File: src/rtl/trap_ctrl.sv
// -----------------------------------------------------------------------------
// trap_ctrl
//
// Trap sequencer sitting between the MEM-stage exception flags and the CSR
// register file. In S_IDLE it picks the highest-priority event (interrupt,
// exception or mret) from a valid MEM-stage instruction, then walks a short
// fixed sequence:
//   trap : S_IDLE -> S_TRAP  -> S_REDIR -> S_IDLE
//   mret : S_IDLE -> S_MRET  -> S_REDIR -> S_IDLE
// S_TRAP / S_MRET write the CSR file, S_REDIR loads the new PC. The pipeline
// is flushed in S_TRAP / S_MRET and stalled throughout the sequence.
//
// Configuration macro:
//   TRAP_VECTORED_EN  when defined, interrupts taken with mtvec[1:0]==2'b01
//                     vector to base + 4*mcause[3:0]; exceptions always use
//                     the base. When undefined, mtvec[1:0] are ignored.
//
// Parameters:
//   RESET_PC     redirect target for a trap while mtvec reads 0
//
// Ports:
//   clk          clock, all state on the rising edge
//   rst          asynchronous, active-low reset
//   valid_mem    MEM-stage instruction is valid (not a bubble)
//   pc_mem       PC of the MEM-stage instruction
//   inst_mem     MEM-stage instruction word (mtval for illegal instruction)
//   bad_addr     faulting data address (mtval for load/store faults)
//   illegal, ecall, ebreak, ld_fault, st_fault   exception flags
//   mret         mret instruction in MEM
//   ext_int      level external interrupt, synchronous to clk
//   mstatus      CSR read-back, bit 3 = MIE
//   mtvec        CSR read-back, trap vector
//   mepc_i       CSR read-back, mepc
//   is_trap      CSR write strobe for a trap (S_TRAP only)
//   is_mret      CSR write strobe for mret (S_MRET only)
//   mepc, mcause, mtval   values written into the CSR file
//   flush        kill IF/ID/EX/MEM contents
//   stall        freeze PC and pipeline registers, block CSR-instruction writes
//   redirect     load redirect_pc into the PC this cycle
//   redirect_pc  new PC
//   int_ack      one-cycle pulse when an external interrupt is taken
// -----------------------------------------------------------------------------
module trap_ctrl #(
    parameter logic [31:0] RESET_PC = 32'h0000_0000
) (
    input  logic        clk,
    input  logic        rst,
    input  logic        valid_mem,
    input  logic [31:0] pc_mem,
    input  logic [31:0] inst_mem,
    input  logic [31:0] bad_addr,
    input  logic        illegal,
    input  logic        ecall,
    input  logic        ebreak,
    input  logic        ld_fault,
    input  logic        st_fault,
    input  logic        mret,
    input  logic        ext_int,
    input  logic [31:0] mstatus,
    input  logic [31:0] mtvec,
    input  logic [31:0] mepc_i,
    output logic        is_trap,
    output logic        is_mret,
    output logic [31:0] mepc,
    output logic [31:0] mcause,
    output logic [31:0] mtval,
    output logic        flush,
    output logic        stall,
    output logic        redirect,
    output logic [31:0] redirect_pc,
    output logic        int_ack
);

    typedef enum logic [1:0] {
        S_IDLE,
        S_TRAP,
        S_MRET,
        S_REDIR
    } state_t;

    localparam logic [31:0] CAUSE_EXT_INT = 32'h8000_000B;
    localparam logic [31:0] CAUSE_ILLEGAL = 32'd2;
    localparam logic [31:0] CAUSE_EBREAK  = 32'd3;
    localparam logic [31:0] CAUSE_LD      = 32'd5;
    localparam logic [31:0] CAUSE_ST      = 32'd7;
    localparam logic [31:0] CAUSE_ECALL   = 32'd11;

    state_t      state;
    state_t      state_next;

    logic [31:0] mepc_q;
    logic [31:0] mcause_q;
    logic [31:0] mtval_q;
    logic        from_mret_q;

    logic        take_int;
    logic        take_exc;
    logic        take_trap;
    logic        take_mret;
    logic [31:0] cause_sel;
    logic [31:0] tval_sel;
    logic [31:0] trap_target;
    logic [31:0] mtvec_base;

    // Only the MIE bit of mstatus matters here.
    logic        unused_mstatus;
    assign unused_mstatus = ^{mstatus[31:4], mstatus[2:0]};

    // An interrupt that is masked or arrives on a bubble is simply not taken;
    // the level stays on ext_int so it is seen again later.
    assign take_int  = valid_mem & ext_int & mstatus[3];
    assign take_exc  = valid_mem & (illegal | ebreak | ecall | ld_fault | st_fault);
    assign take_trap = take_int | take_exc;
    assign take_mret = valid_mem & mret & ~take_trap;

    // Priority encoder for cause and trap value.
    always_comb begin
        cause_sel = 32'h0;
        tval_sel  = 32'h0;
        if (take_int) begin
            cause_sel = CAUSE_EXT_INT;
            tval_sel  = 32'h0;
        end else if (illegal) begin
            cause_sel = CAUSE_ILLEGAL;
            tval_sel  = inst_mem;
        end else if (ebreak) begin
            cause_sel = CAUSE_EBREAK;
            tval_sel  = pc_mem;
        end else if (ecall) begin
            cause_sel = CAUSE_ECALL;
            tval_sel  = 32'h0;
        end else if (ld_fault) begin
            cause_sel = CAUSE_LD;
            tval_sel  = bad_addr;
        end else if (st_fault) begin
            cause_sel = CAUSE_ST;
            tval_sel  = bad_addr;
        end
    end

    // State register and the trap context held across the sequence.
    always_ff @(posedge clk or negedge rst) begin
        if (!rst) begin
            state       <= S_IDLE;
            mepc_q      <= 32'h0;
            mcause_q    <= 32'h0;
            mtval_q     <= 32'h0;
            from_mret_q <= 1'b0;
        end else begin
            state <= state_next;
            if (state == S_IDLE) begin
                if (take_trap) begin
                    mepc_q      <= pc_mem;
                    mcause_q    <= cause_sel;
                    mtval_q     <= tval_sel;
                    from_mret_q <= 1'b0;
                end else if (take_mret) begin
                    from_mret_q <= 1'b1;
                end
            end
        end
    end

    // Next-state logic; inputs are only looked at in S_IDLE.
    always_comb begin
        state_next = state;
        case (state)
            S_IDLE: begin
                if (take_trap) begin
                    state_next = S_TRAP;
                end else if (take_mret) begin
                    state_next = S_MRET;
                end
            end
            S_TRAP:  state_next = S_REDIR;
            S_MRET:  state_next = S_REDIR;
            S_REDIR: state_next = S_IDLE;
            default: state_next = S_IDLE;
        endcase
    end

    // Trap handler address. An all-zero mtvec means no handler has been
    // installed yet, so fall back to RESET_PC.
    assign mtvec_base = {mtvec[31:2], 2'b00};

    always_comb begin
        trap_target = mtvec_base;
        if (mtvec == 32'h0) begin
            trap_target = RESET_PC;
        end
`ifdef TRAP_VECTORED_EN
        else if ((mtvec[1:0] == 2'b01) && mcause_q[31]) begin
            trap_target = mtvec_base + {26'h0, mcause_q[3:0], 2'b00};
        end
`endif
    end

    // Outputs decode from state and held registers only, so is_trap/is_mret
    // have no combinational path from the MEM-stage flags.
    always_comb begin
        is_trap     = 1'b0;
        is_mret     = 1'b0;
        mepc        = 32'h0;
        mcause      = 32'h0;
        mtval       = 32'h0;
        flush       = 1'b0;
        stall       = 1'b0;
        redirect    = 1'b0;
        redirect_pc = 32'h0;
        int_ack     = 1'b0;
        case (state)
            S_TRAP: begin
                is_trap = 1'b1;
                flush   = 1'b1;
                stall   = 1'b1;
                mepc    = mepc_q;
                mcause  = mcause_q;
                mtval   = mtval_q;
                int_ack = mcause_q[31];
            end
            S_MRET: begin
                // Feed back the current CSR contents so the write is a no-op.
                is_mret = 1'b1;
                flush   = 1'b1;
                stall   = 1'b1;
                mepc    = mepc_i;
                mcause  = mcause_q;
                mtval   = mtval_q;
            end
            S_REDIR: begin
                redirect    = 1'b1;
                stall       = 1'b1;
                redirect_pc = from_mret_q ? {mepc_i[31:2], 2'b00} : trap_target;
            end
            default: ;
        endcase
    end

endmodule

File: config.mk
export PLATFORM = sky130hd
export DESIGN_NAME = trap_ctrl
export DESIGN_NICKNAME = d
export VERILOG_FILES = /design/src/rtl/trap_ctrl.sv
export SDC_FILE = /design/constraint.sdc
export NUM_CORES = 1
export LEC_CHECK = 0
export CAP_MARGIN = 30
export CELL_PAD_IN_SITES_DETAIL_PLACEMENT = 1
export CELL_PAD_IN_SITES_GLOBAL_PLACEMENT = 1
export CORE_MARGIN = 3
export CORE_UTILIZATION = 21
export CTS_BUF_LIST = sky130_fd_sc_hd__clkbuf_16
export DETAILED_ROUTE_END_ITERATION = 12
export MAX_ROUTING_LAYER = met4
export PLACE_DENSITY_LB_ADDON = 0.2
export SLEW_MARGIN = 15
export SYNTH_ARGS = -nofsm -noshare
export SYNTH_HDL_FRONTEND = slang
export SYNTH_SLANG_ARGS = --single-unit
File: constraint.sdc
create_clock -name clk -period 1.5 [get_ports clk]
set_input_delay 0.375 -clock clk [delete_from_list [all_inputs] [get_ports clk]]
set_output_delay 0.375 -clock clk [all_outputs]
set_load 0.005 [all_outputs]
### Word-level counts from Yosys, hierarchy flattened

Index checks and enable logic that the tools add are counted.

| operators by class | value |
|---|---|
| reductions and logical operators | 7 |
| equality and inequality tests | 4 |
| muxes and demuxes | 29 |
| bitwise gates (word level) | 11 |

Operators by type and width:

| operator | number |
|---|---|
| $mux 32 | 12 |
| $pmux 32 s2 | 1 |
| $logic_not 32->1 | 1 |
| $mux 4 | 3 |
| $mux 1 | 8 |
| $mux 3 | 2 |
| $pmux 2 s3 | 1 |
| $and 1x1->1 | 5 |
| $or 1x1->1 | 5 |
| $eq 2x2->1 const B | 2 |
| $mux 2 | 2 |
| $reduce_and 2->1 | 2 |
| $ne 3x3->1 const B | 1 |
| $reduce_or 3->1 | 1 |
| $eq 2x1->1 const B | 1 |
| $logic_not 2->1 | 1 |
| $reduce_bool 2->1 | 1 |
| $reduce_or 2->1 | 1 |
| $not 1->1 | 1 |

| word-level totals | value |
|---|---|
| word-level logic and storage cells | 56 |
| output and inout bits | 134 |
| flip-flop bits (word level) | 99 |
| input port bits | 202 |

### Longest topological paths before layout

Gate-level depths: netlist of run 1.

| logic depth | value |
|---|---|
| depth in word-level cells | 11 |
| mapped depth | 8 |
| depth with buffers taken out | 6 |

### Worst setup path before layout of run 1

No wires, ideal clock.

| path | value |
|---|---|
| kind | register -> output |
| from | register state[1] |
| to | output port mepc[0] |
| slack | -221 ps |
| buffers on the path | 2 |
| stages on the path, launching flop included | 7 |
| required time | 1125 ps |
| arrival | 1346 ps |
| cells stage by stage | dfrtp_1 inv_1 ha_1 clkbuf_1 clkbuf_1 a22oi_1 nor2b_1 |

| on the way | value |
|---|---|
| word-level cells in the longest chain between the ends | 2 |
| elaborated cells on any way between the ends | 3 |
| those cells by class | eq/ne: 2; mux: 1 |

Ends and longest elaborated chain:

| what | line | text |
|---|---|---|
| start: declaration | 88 | `state_t state;` |
| start signal: assignment | 150 | `state <= state_next;` |
| $eq 2x2->1 / $eq 2x1->1 (equally long branches) | 211 | `case (state)` |
| $pmux 32 s2 (*) | 211 |  |
| end: declaration | 64 | `output logic [31:0] mepc,` |

Mark *: on every way between the ends. The rest lies on a longest branch, timed or not.

### Worst setup path in the final report of run 1

| path | value |
|---|---|
| from | register state[1] |
| to | output port mtval[1] |

| on the way | value |
|---|---|
| word-level cells in the longest chain between the ends | 3 |
| elaborated cells on any way between the ends | 4 |
| those cells by class | eq/ne: 2; mux: 1; reduce/logical: 1 |

Ends and longest elaborated chain:

| what | line | text |
|---|---|---|
| $eq 2x1->1 / $eq 2x2->1 (equally long branches) | 211 |  |
| $reduce_or 2->1 (no line) (*) | - |  |
| $mux 32 (*) | 211 |  |
| end: declaration | 66 | `output logic [31:0] mtval,` |

Marked as above.

==> flow_metrics.py, run 1 <==
metrics = {
    "global_routing": {
        "grt_max_degree": 36,
        "antenna_found_initial": 0,
        "grt_overflow": 0,
        "track_usage_pct": 22.24,
        "grt_pass1_vias": 6231,
        "grt_pass1_wl_mm": 39.57,
    },
    "pwr": {
        "p_sw_share_pct": 37.89,
        "switchingPower_mw": 7.970,
        "total_power_mw": 21.04,
        "leakage_nw": 4.842,
        "powerDensity_nw_per_um2": 1967,
        "p_int_mw": 13.07,
        "pwr-share-clk_pct": 10.3,
        "power_frac_comb_pct": 72.6,
        "peakVddDrop_v": 0.0009104,
        "seqPwrFrac_pct": 17.1,
    },
    "hold_path": {
        "hp-class": "primary input to asynchronous set/reset pin",
    },
    "critical_path": {
        "cp-end-kind": "output port",
        "slowest_delay_ns": 0.40,
        "worst-setup-path-type": "flip-flop to output port",
        "worstPathRequired_ns": 1.12,
        "cp_data_arrival_time_ns": 1.77,
        "crit_slowest_cell": "dfrtp_1",
        "critical_path.cell_chain": "inv_2, ha_4, buf_12, buf_16, buf_6, and2_4, buf_6",
        "path_buf_inv": 5,
        "critPathTopFamily": "buffers and inverters",
        "worstPathMaxFanout": 8,
        "cp_common_cell": "buf_6",
        "cp-start-kind": "flip-flop",
    },
    "finish": {
        "drive_above_1_share_pct": 56.18,
        "area_growth_syn_to_layout_pct": 130.3,
        "finalNetCount": 1123,
        "fillerInstances": 2307,
        "final_cells": 1197,
        "diodes": 0,
    },
    "synth": {
        "ys_seq_area_share_pct": 38.79,
        "synth_area_um2": 4644,
        "syn_inst": 540,
        "ys_ff_latch": 72,
        "syn_avg_cell_area_um2": 8.601,
        "yosysMostFrequentCell": "nand2_1",
        "ys.flop_type": "dfrtp_1",
        "synthArstFlopShare_pct": 100.0,
        "synth_cell_types": 28,
        "synth_top_area_share_pct": 38.79,
        "synth_area_leaders": "dfrtp_1, nand2_1, nor2b_1, a222oi_1, mux2i_1",
        "synth-edff-count": 0,
        "ys_warn_count": 0,
        "synth_largest_area_cell": "dfrtp_1",
        "synth_commonest_cells": "nand2_1, dfrtp_1, nor2b_1",
    },
    "placement": {
        "port_buffers": 273,
        "gp_congestion": 0.8533,
        "dp_slack_ns": -0.6027,
        "place_inst": 1109,
        "dp_hpwl_mm": 17.09,
    },
    "cts": {
        "clk_pin_slew_ns": 0.06,
        "cts_sinks": 72,
        "cts_buffers": 9,
        "clock_path_buffers": 2,
        "cts_root_buffer": "clkbuf_16",
        "cts_tree": "yes",
        "h-tree-depth": 3,
        "clk_latency_ns": 0.34,
    },
    "floorplan": {
        "die_area_um2": 23940,
        "pin_count": 336,
        "fp.dieH_um": 154.7,
        "start_util_pct": 21.75,
        "core_um2": 21350,
        "placementRows": 53,
        "die-width_um": 154.7,
    },
    "timing": {
        "finalWorstSetupSlack_ns": -0.6438,
        "fmax_mhz": 466.5,
        "rsz0062_at_grt": "true",
        "finalHoldViolCount": 0,
        "clock_skew_ns": 0.006647,
        "setup_violations": 176,
        "layout_worst_path_cycle_share_pct": 142.9,
        "slew_violations": 0,
        "finalCriticalPeriod_ns": 2.144,
    },
    "run": {
        "max-cap-violations": 0,
    },
    "route": {
        "drt_iter0_drc": 409,
        "first_pass_iters": 12,
        "wl_mm": 27.65,
        "num_vias": 5635,
        "avgRoutedWirePerCell_um": 23.10,
        "ant_nets": 0,
        "viasPerCell": 4.708,
        "drc": 0,
    },
    "run_status": {
        "violations": "negative setup slack",
        "status": "finished, violations left",
    },
}
[routing by layer]
layer / track usage, % / wire, um
met5: - / 0
met4: 5.088 / 422
met3: 2.322 / 999
met2: 38.81 / 14650
met1: 27.82 / 11580
[per-stage QoR]
step                utilization [%]  hold slack, ns  cell area [um2]  TNS (ns)
finish                        50.09          0.4446            10700    -72.68
global route                  50.09          0.4644            10700    -81.64
CTS                           47.05          0.4448            10050    -69.97
detailed placement            37.91          0.2651             8095    -87.29
global placement              37.91          0.2594             8095    -84.53
floorplan                         -         0.07941             4830   -0.2026
[power by group through the flow]
stage	Sequential [mW]	Combinational (mW)	Clock, mW
final	3.60	15.3	2.16
after global routing	3.69	16.2	2.29
after CTS	3.42	14.1	2.20
after detailed placement	3.28	8.51	0
after global placement	3.25	8.41	0
after floorplan	3.07	4.01	0
[worst reg2reg max path: cells and delay by family (launching register included)]
family	cells	cell delay (ns)
buf+inv	5	0.66
flops	1	0.40
compound gates	2	0.31
fa+ha+maj	1	0.16
simple gates	2	0.14
[registers in the layout (all words and copies together), names as in the netlist]
register,count
mtval_q,32
mcause_q,5
from_mret_q,1
state,2
mepc_q,32
[final cells by class]
class | instances | area [um2] | share of cell area, %
well taps | 275 | 344.1 | 3.217
multi-input cells | 419 | 3751 | 35.07
flip-flops and latches | 72 | 1803 | 16.86
clock inverters | 7 | 62.56 | 0.5849
repair buffers | 412 | 4498 | 42.06
inverters | 3 | 11.26 | 0.1053
clock buffers | 9 | 225.2 | 2.106
[final timing paths]
check | from | end | slack [ns] | cells past startpoint
setup / recovery | state[1] | mtval[1] | -0.64 | 7
max in group asynchronous | rst | from_mret_q | 0.58 | 3
min in group clk | mtval_q[3] | mtval_q[3] | 0.48 | 2
hold reg to reg | mtval_q[3] | mtval_q[3] | 0.48 | 2
setup reg to reg | state[1] | mtval_q[18] | -0.29 | 10
hold / removal | rst | mtval_q[11] | 0.44 | 2
[repair_timing]
action | CTS | global route
endpoints found under the hold margin | 13 | 0
pin swaps | 93 | 72
endpoints found under the setup margin | 176 | 177
gates cloned | 27 | 5
hold buffers | 1 | 0
gates resized for setup | 643 | 213
buffers inserted | 44 | 12
[layout by cell type, fill, tap and decap left out, drive strengths merged]
master and n:
clkdlybuf4s50 163, ha 4, clkbuf 26, dfrtp 72
o22a 1, nor3b 1, inv 3, nand3 1
bufinv 1, o21ai 33, a31o 1, dlygate4sd3 1
nor3 1, a21oi 5, nand2 135, a31oi 3
a22oi 34, nor2b 64, clkinv 4, dlygate4sd2 4
o21a 1, a222oi 32, mux2 1, nor2 5
buf 227, conb 29, clkinvlp 2, mux2i 30
and2 38
[logic make-up (layout without fill, tap and decap cells)]
family                   count (synthesis)  in the layout  synth area share [%]
adder cells (fa/ha/maj)                  4              4                 1.078
AND/OR/NAND/NOR                        245            245                 25.67
AO/OA/AOI/OAI                          110            110                 17.56
buffers and inverters                   77            431                 10.10
other                                    1             29               0.08074
multiplexers                            31             31                 6.708
flip-flops                              72             72                 38.79
(Power assumes the default switching activity.)
==> run 2: changes to the inputs <==
- GPL_TIMING_DRIVEN: not set -> 0
- SKIP_LAST_GASP: not set -> 1
==> run 2 against run 1 <==
  * The run still ends with negative setup slack left
  * Wire length shrank 10%
  * Sequential power fell by 3%
  * Critical path type unchanged
  * Clock skew down 0.0018 ns
  * Cell area shrank 4.9%
  * Register-to-register slack gained 0.11 ns
  * Die area stayed put
  * Combinational power shrank 12%
  * Clock-buffer cell count did not move
  * Global-route usage is 1.6 points lower
  * Clock power shrank 13%
  * Core utilization decreased by 2.4 points
==> flow_metrics.py, run 2 (synthesis results as in run 1) <==
metrics = {
    "hold_path": {
        "hp-class": "primary input to asynchronous set/reset pin",
    },
    "critical_path": {
        "critPathTopFamily": "buffers and inverters",
        "crit_slowest_cell": "dfrtp_2",
        "cp_data_arrival_time_ns": 1.78,
        "cp-end-kind": "output port",
        "worstPathMaxFanout": 8,
        "worstPathRequired_ns": 1.12,
        "cp_common_cell": "clkbuf_16",
        "critical_path.cell_chain": "buf_6, ha_4, clkbuf_16, clkbuf_16, a22oi_2, nor2b_4, buf_2",
        "path_buf_inv": 4,
        "slowest_delay_ns": 0.44,
        "worst-setup-path-type": "flip-flop to output port",
        "cp-start-kind": "flip-flop",
    },
    "finish": {
        "area_growth_syn_to_layout_pct": 119.0,
        "final_cells": 1210,
        "fillerInstances": 2388,
        "drive_above_1_share_pct": 49.04,
        "finalNetCount": 1136,
        "layout_common_cells": "clkdlybuf4s50_1, buf_6, dfrtp_1",
        "reg_top3": "mepc_q: 32 flops, mtval_q: 32 flops, mcause_q: 5 flops",
        "final_common_cell": "clkdlybuf4s50_1",
    },
    "route": {
        "drc": 0,
        "ant_nets": 0,
        "drt_iter0_drc": 297,
        "viasPerCell": 4.542,
        "first_pass_iters": 8,
        "wl_mm": 24.78,
        "num_vias": 5496,
        "avgRoutedWirePerCell_um": 20.48,
    },
    "global_routing": {
        "grt_pass1_vias": 5909,
        "track_usage_pct": 20.66,
        "antenna_found_initial": 1,
        "grt_max_degree": 40,
        "grt_overflow": 0,
        "grt_pass1_wl_mm": 36.61,
    },
    "timing": {
        "tightest_slew_ns": 0.6043,
        "finalWorstSetupSlack_ns": -0.6512,
        "finalCriticalPeriod_ns": 2.151,
        "whs_ns": 0.01558,
        "layout_worst_path_cycle_share_pct": 143.4,
        "slew_violations": 0,
        "tns_ns": -64.94,
        "clock_skew_ns": 0.004869,
        "rsz0062_at_grt": "true",
        "fmax_mhz": 464.9,
        "relSlewSlack_pct": 59.72,
        "finalHoldViolCount": 0,
        "setup_violations": 176,
    },
    "pwr": {
        "peakVddDrop_v": 0.0007266,
        "leakage_nw": 4.699,
        "powerDensity_nw_per_um2": 1850,
    },
    "floorplan": {
        "core_um2": 21350,
        "fp.dieH_um": 154.7,
        "start_util_pct": 21.75,
        "die_area_um2": 23940,
        "die-width_um": 154.7,
        "placementRows": 53,
        "pin_count": 336,
    },
    "run_status": {
        "violations": "negative setup slack",
        "status": "finished, violations left",
    },
    "placement": {
        "place_inst": 1116,
        "dp_hpwl_mm": 17.96,
        "gp_congestion": 0.8188,
        "port_buffers": 272,
    },
    "cts": {
        "cts_tree": "yes",
        "ctsHoldBuffers": 0,
        "clk_pin_slew_ns": 0.05,
        "cts_buffers": 9,
        "cts_root_buffer": "clkbuf_16",
        "clk_latency_ns": 0.34,
        "clock_path_buffers": 2,
        "cts_sinks": 72,
        "h-tree-depth": 3,
    },
    "run": {
        "max-cap-violations": 0,
    },
}
## run 2: cell types whose count changed in the layout (fill, tap and decap cells not counted), sizes merged, moves of 2 or more
cell           change
clkbuf            +19
buf               -14
dlygate4sd2        +8
inv                +4
clkdlybuf4s15      +3
clkdlybuf4s50      -3
clkinv             -2
clkinvlp           -2
## run 2: stage by stage
stage          power [mW]  util [%]  setup slack, ns  area (um2)
6_report            18.82     47.64          -0.6512       10170
5_1_grt             20.04     47.64          -0.7202       10170
4_1_cts             17.65     44.94          -0.6555        9597
3_5_place_dp        11.54     37.06          -0.8785        7914
3_3_place_gp        11.46     36.98           -2.779        7896
2_1_floorplan       7.076         -        -0.007493        4830
## run 2: path summary, 6_finish.rpt
path                                endpoint  cells past startpoint  slack, ns       start
worst min-delay path             mtval_q[10]                      1       0.02         rst
worst min register to register    mtval_q[2]                      2       0.49  mtval_q[2]
worst max-delay path                 mepc[0]                      7      -0.65    state[0]
worst max register to register    mepc_q[22]                      9      -0.18    state[0]
max in group asynchronous       mcause_q[31]                      2       0.88         rst
min in group clk                 mcause_q[1]                      2       0.43    ld_fault
## run 2: cell type report
type / instances / area [um2] / share of cell area (%)
Timing Repair Buffer: 353 / 3545 / 34.85
Multi-Input combinational cell: 419 / 3354 / 32.98
Sequential cell: 72 / 1804 / 17.74
Buffer: 72 / 860.8 / 8.462
Tap cell: 275 / 344.1 / 3.383
Clock buffer: 9 / 225.2 / 2.214
Clock inverter: 6 / 22.52 / 0.2214
Inverter: 3 / 13.76 / 0.1353
Antenna cell: 1 / 2.502 / 0.02460
## run 2: layer usage
metal / vias to the layer above / part of all wire [%] / track usage, %
met5: - / 0 / -
met4: 0 / 1.9 / 5.761
met3: 24 / 4.7 / 2.966
met2: 180 / 51 / 35.75
met1: 2677 / 42 / 25.17
li1: 2615 / - / -
## run 2: report_power, final
group,total [mW],switching [mW],internal (mW)
clock,1.88,0.806,1.07
combinational,13.5,5.39,8.07
sequential,3.48,0.722,2.76
total,18.8,6.92,11.9
## run 2: timing repair
action | in CTS | in global routing
gates resized for setup | 641 | 174
gates cloned | 21 | 1
endpoints found under the setup margin | 176 | 177
buffers inserted | 55 | 15
pin swaps | 77 | 79
==> run 3: changes to the inputs <==
- PLACE_DENSITY: not set -> 0.73
- PLACE_DENSITY_LB_ADDON: 0.2 -> not set
==> run 3 against run 2 <==
  * The flow still finishes with violations (negative setup slack)
  * Critical path depth up 1
  * Power up 7.4%
  * Worst setup slack worse by 0.12 ns
  * Maximum frequency down 5.3%
  * Wire length up 3.4%
  * Clock power up 12%
  * Critical endpoint is now mtval[30]
  * Largest power group unchanged
==> flow_metrics.py, run 3 (synthesis results as in run 1) <==
metrics = {
    "timing": {
        "finalCriticalPeriod_ns": 2.272,
        "tns_ns": -78.51,
        "clock_skew_ns": 0.004708,
        "slew_violations": 0,
        "layout_worst_path_cycle_share_pct": 151.5,
        "rsz0062_at_grt": "true",
        "tightest_slew_ns": 0.5102,
        "finalWorstSetupSlack_ns": -0.7719,
        "finalHoldViolCount": 0,
        "setup_violations": 176,
        "relSlewSlack_pct": 65.99,
        "fmax_mhz": 440.2,
    },
    "route": {
        "avgRoutedWirePerCell_um": 21.09,
        "ant_nets": 0,
        "drt_iter0_drc": 372,
        "viasPerCell": 4.656,
        "drc": 0,
        "wl_mm": 25.62,
        "num_vias": 5657,
        "first_pass_iters": 8,
    },
    "floorplan": {
        "die-width_um": 154.7,
        "core_um2": 21350,
        "placementRows": 53,
        "pin_count": 336,
        "die_area_um2": 23940,
        "start_util_pct": 21.75,
        "fp.dieH_um": 154.7,
    },
    "finish": {
        "layout_common_cells": "clkdlybuf4s50_1, buf_6, dfrtp_1",
        "final_cells": 1215,
        "finalNetCount": 1142,
        "final_common_cell": "clkdlybuf4s50_1",
        "finish.utilization_pct": 48.32,
        "multiInputGateArea_um2": 3379,
        "fillerInstances": 2340,
        "seqCellArea_um2": 1803,
        "diodes": 0,
        "reg_top3": "mepc_q: 32 flops, mtval_q: 32 flops, mcause_q: 5 flops",
        "area_growth_syn_to_layout_pct": 122.1,
        "drive_above_1_share_pct": 49.47,
    },
    "global_routing": {
        "grt_overflow": 0,
        "grt_max_degree": 45,
        "antenna_found_initial": 0,
        "grt_pass1_wl_mm": 37.36,
        "track_usage_pct": 20.94,
        "grt_pass1_vias": 6143,
    },
    "critical_path": {
        "cp-start-kind": "flip-flop",
        "worst-setup-path-type": "flip-flop to output port",
        "reg2reg_depth": 8,
        "worstPathMaxFanout": 4,
        "cp_data_arrival_time_ns": 1.90,
        "worstPathRequired_ns": 1.12,
        "cp-end-kind": "output port",
        "r2r_start": "state[1]",
        "rr_endpoint": "mcause_q[3]",
        "rrSetupSlack_ns": -0.26,
        "crit_path_end": "mtval[30]",
        "cp-startpoint": "state[1]",
    },
    "placement": {
        "dp_hpwl_mm": 17.90,
        "place_inst": 1116,
        "gp_congestion": 0.8195,
        "dp_slack_ns": -0.9250,
        "port_buffers": 272,
    },
    "cts": {
        "clk_pin_slew_ns": 0.06,
        "cts_tree": "yes",
        "clk_latency_ns": 0.34,
        "cts_sinks": 72,
        "clock_path_buffers": 2,
        "cts_root_buffer": "clkbuf_16",
        "cts_buffers": 9,
        "h-tree-depth": 3,
    },
    "pwr": {
        "total_power_mw": 20.22,
        "powerDensity_nw_per_um2": 1960,
        "peakVddDrop_v": 0.0007717,
        "leakage_nw": 4.845,
    },
    "hold_path": {
        "hp-class": "primary input to flip-flop",
    },
    "run": {
        "max-cap-violations": 0,
    },
    "run_status": {
        "status": "finished, violations left",
        "violations": "negative setup slack",
    },
}
[run 3: metrics by stage]
| stage | hold WS (ns) | instance area, um2 |
|---|---|---|
| after floorplan | 0.07941 | 4830 |
| final | 0.4585 | 10320 |
| after global placement | 0.4537 | 7896 |
| after CTS | 0.4196 | 9753 |
| after global routing | 0.4659 | 10320 |
| after detailed placement | 0.3380 | 7921 |
[run 3: power by group]
group | switching, mW | internal (mW)
sequential | 0.699 | 2.76
combinational | 5.73 | 8.93
clock | 0.839 | 1.26
[run 3: final cells by class]
cell class,instances,area share [%]
plain buffers,71,8.077
multi-input cells,420,32.76
well taps,275,3.335
clock buffers,9,2.183
clock inverters,6,0.5093
inverters,3,0.1091
repair buffers,359,35.56
flip-flops and latches,72,17.48
[run 3: critical path: stages (launching register included)]
cell,delay [ns]
dfrtp_1,0.42
inv_2,0.14
ha_4,0.24
buf_12,0.14
clkbuf_16,0.14
buf_12,0.12
buf_6,0.10
and2_1,0.12
buf_2,0.13
[run 3: how the worst min path moves through the flow]
stage / from / end / slack, ns / cells past startpoint
floorplan: rst / from_mret_q / 0.08 / 0
global placement: mtval_q[21] / mtval_q[21] / 0.45 / 2
detailed placement: rst / mtval_q[0] / 0.34 / 1
CTS: ld_fault / mcause_q[1] / 0.42 / 2
global route: illegal / mtval_q[22] / 0.47 / 3
finish: ld_fault / mcause_q[1] / 0.46 / 2
[run 3: what timing repair did]
item                       CTS  global route
pin swaps                   92            43
gates cloned                20             2
buffers inserted            56            13
hold endpoints to repair    28             0
hold buffers                 1             0
resized for setup          609           179
setup endpoints to repair  176           177
[run 3: per-layer routing]
layer,part of all wire (%),up-vias,track usage [%],wire length [um]
met5,0,-,-,0
met4,1.9,0,5.887,489
met3,5.3,32,3.497,1349
met2,53,207,36.63,13540
met1,40,2801,24.85,10240
li1,-,2617,-,-
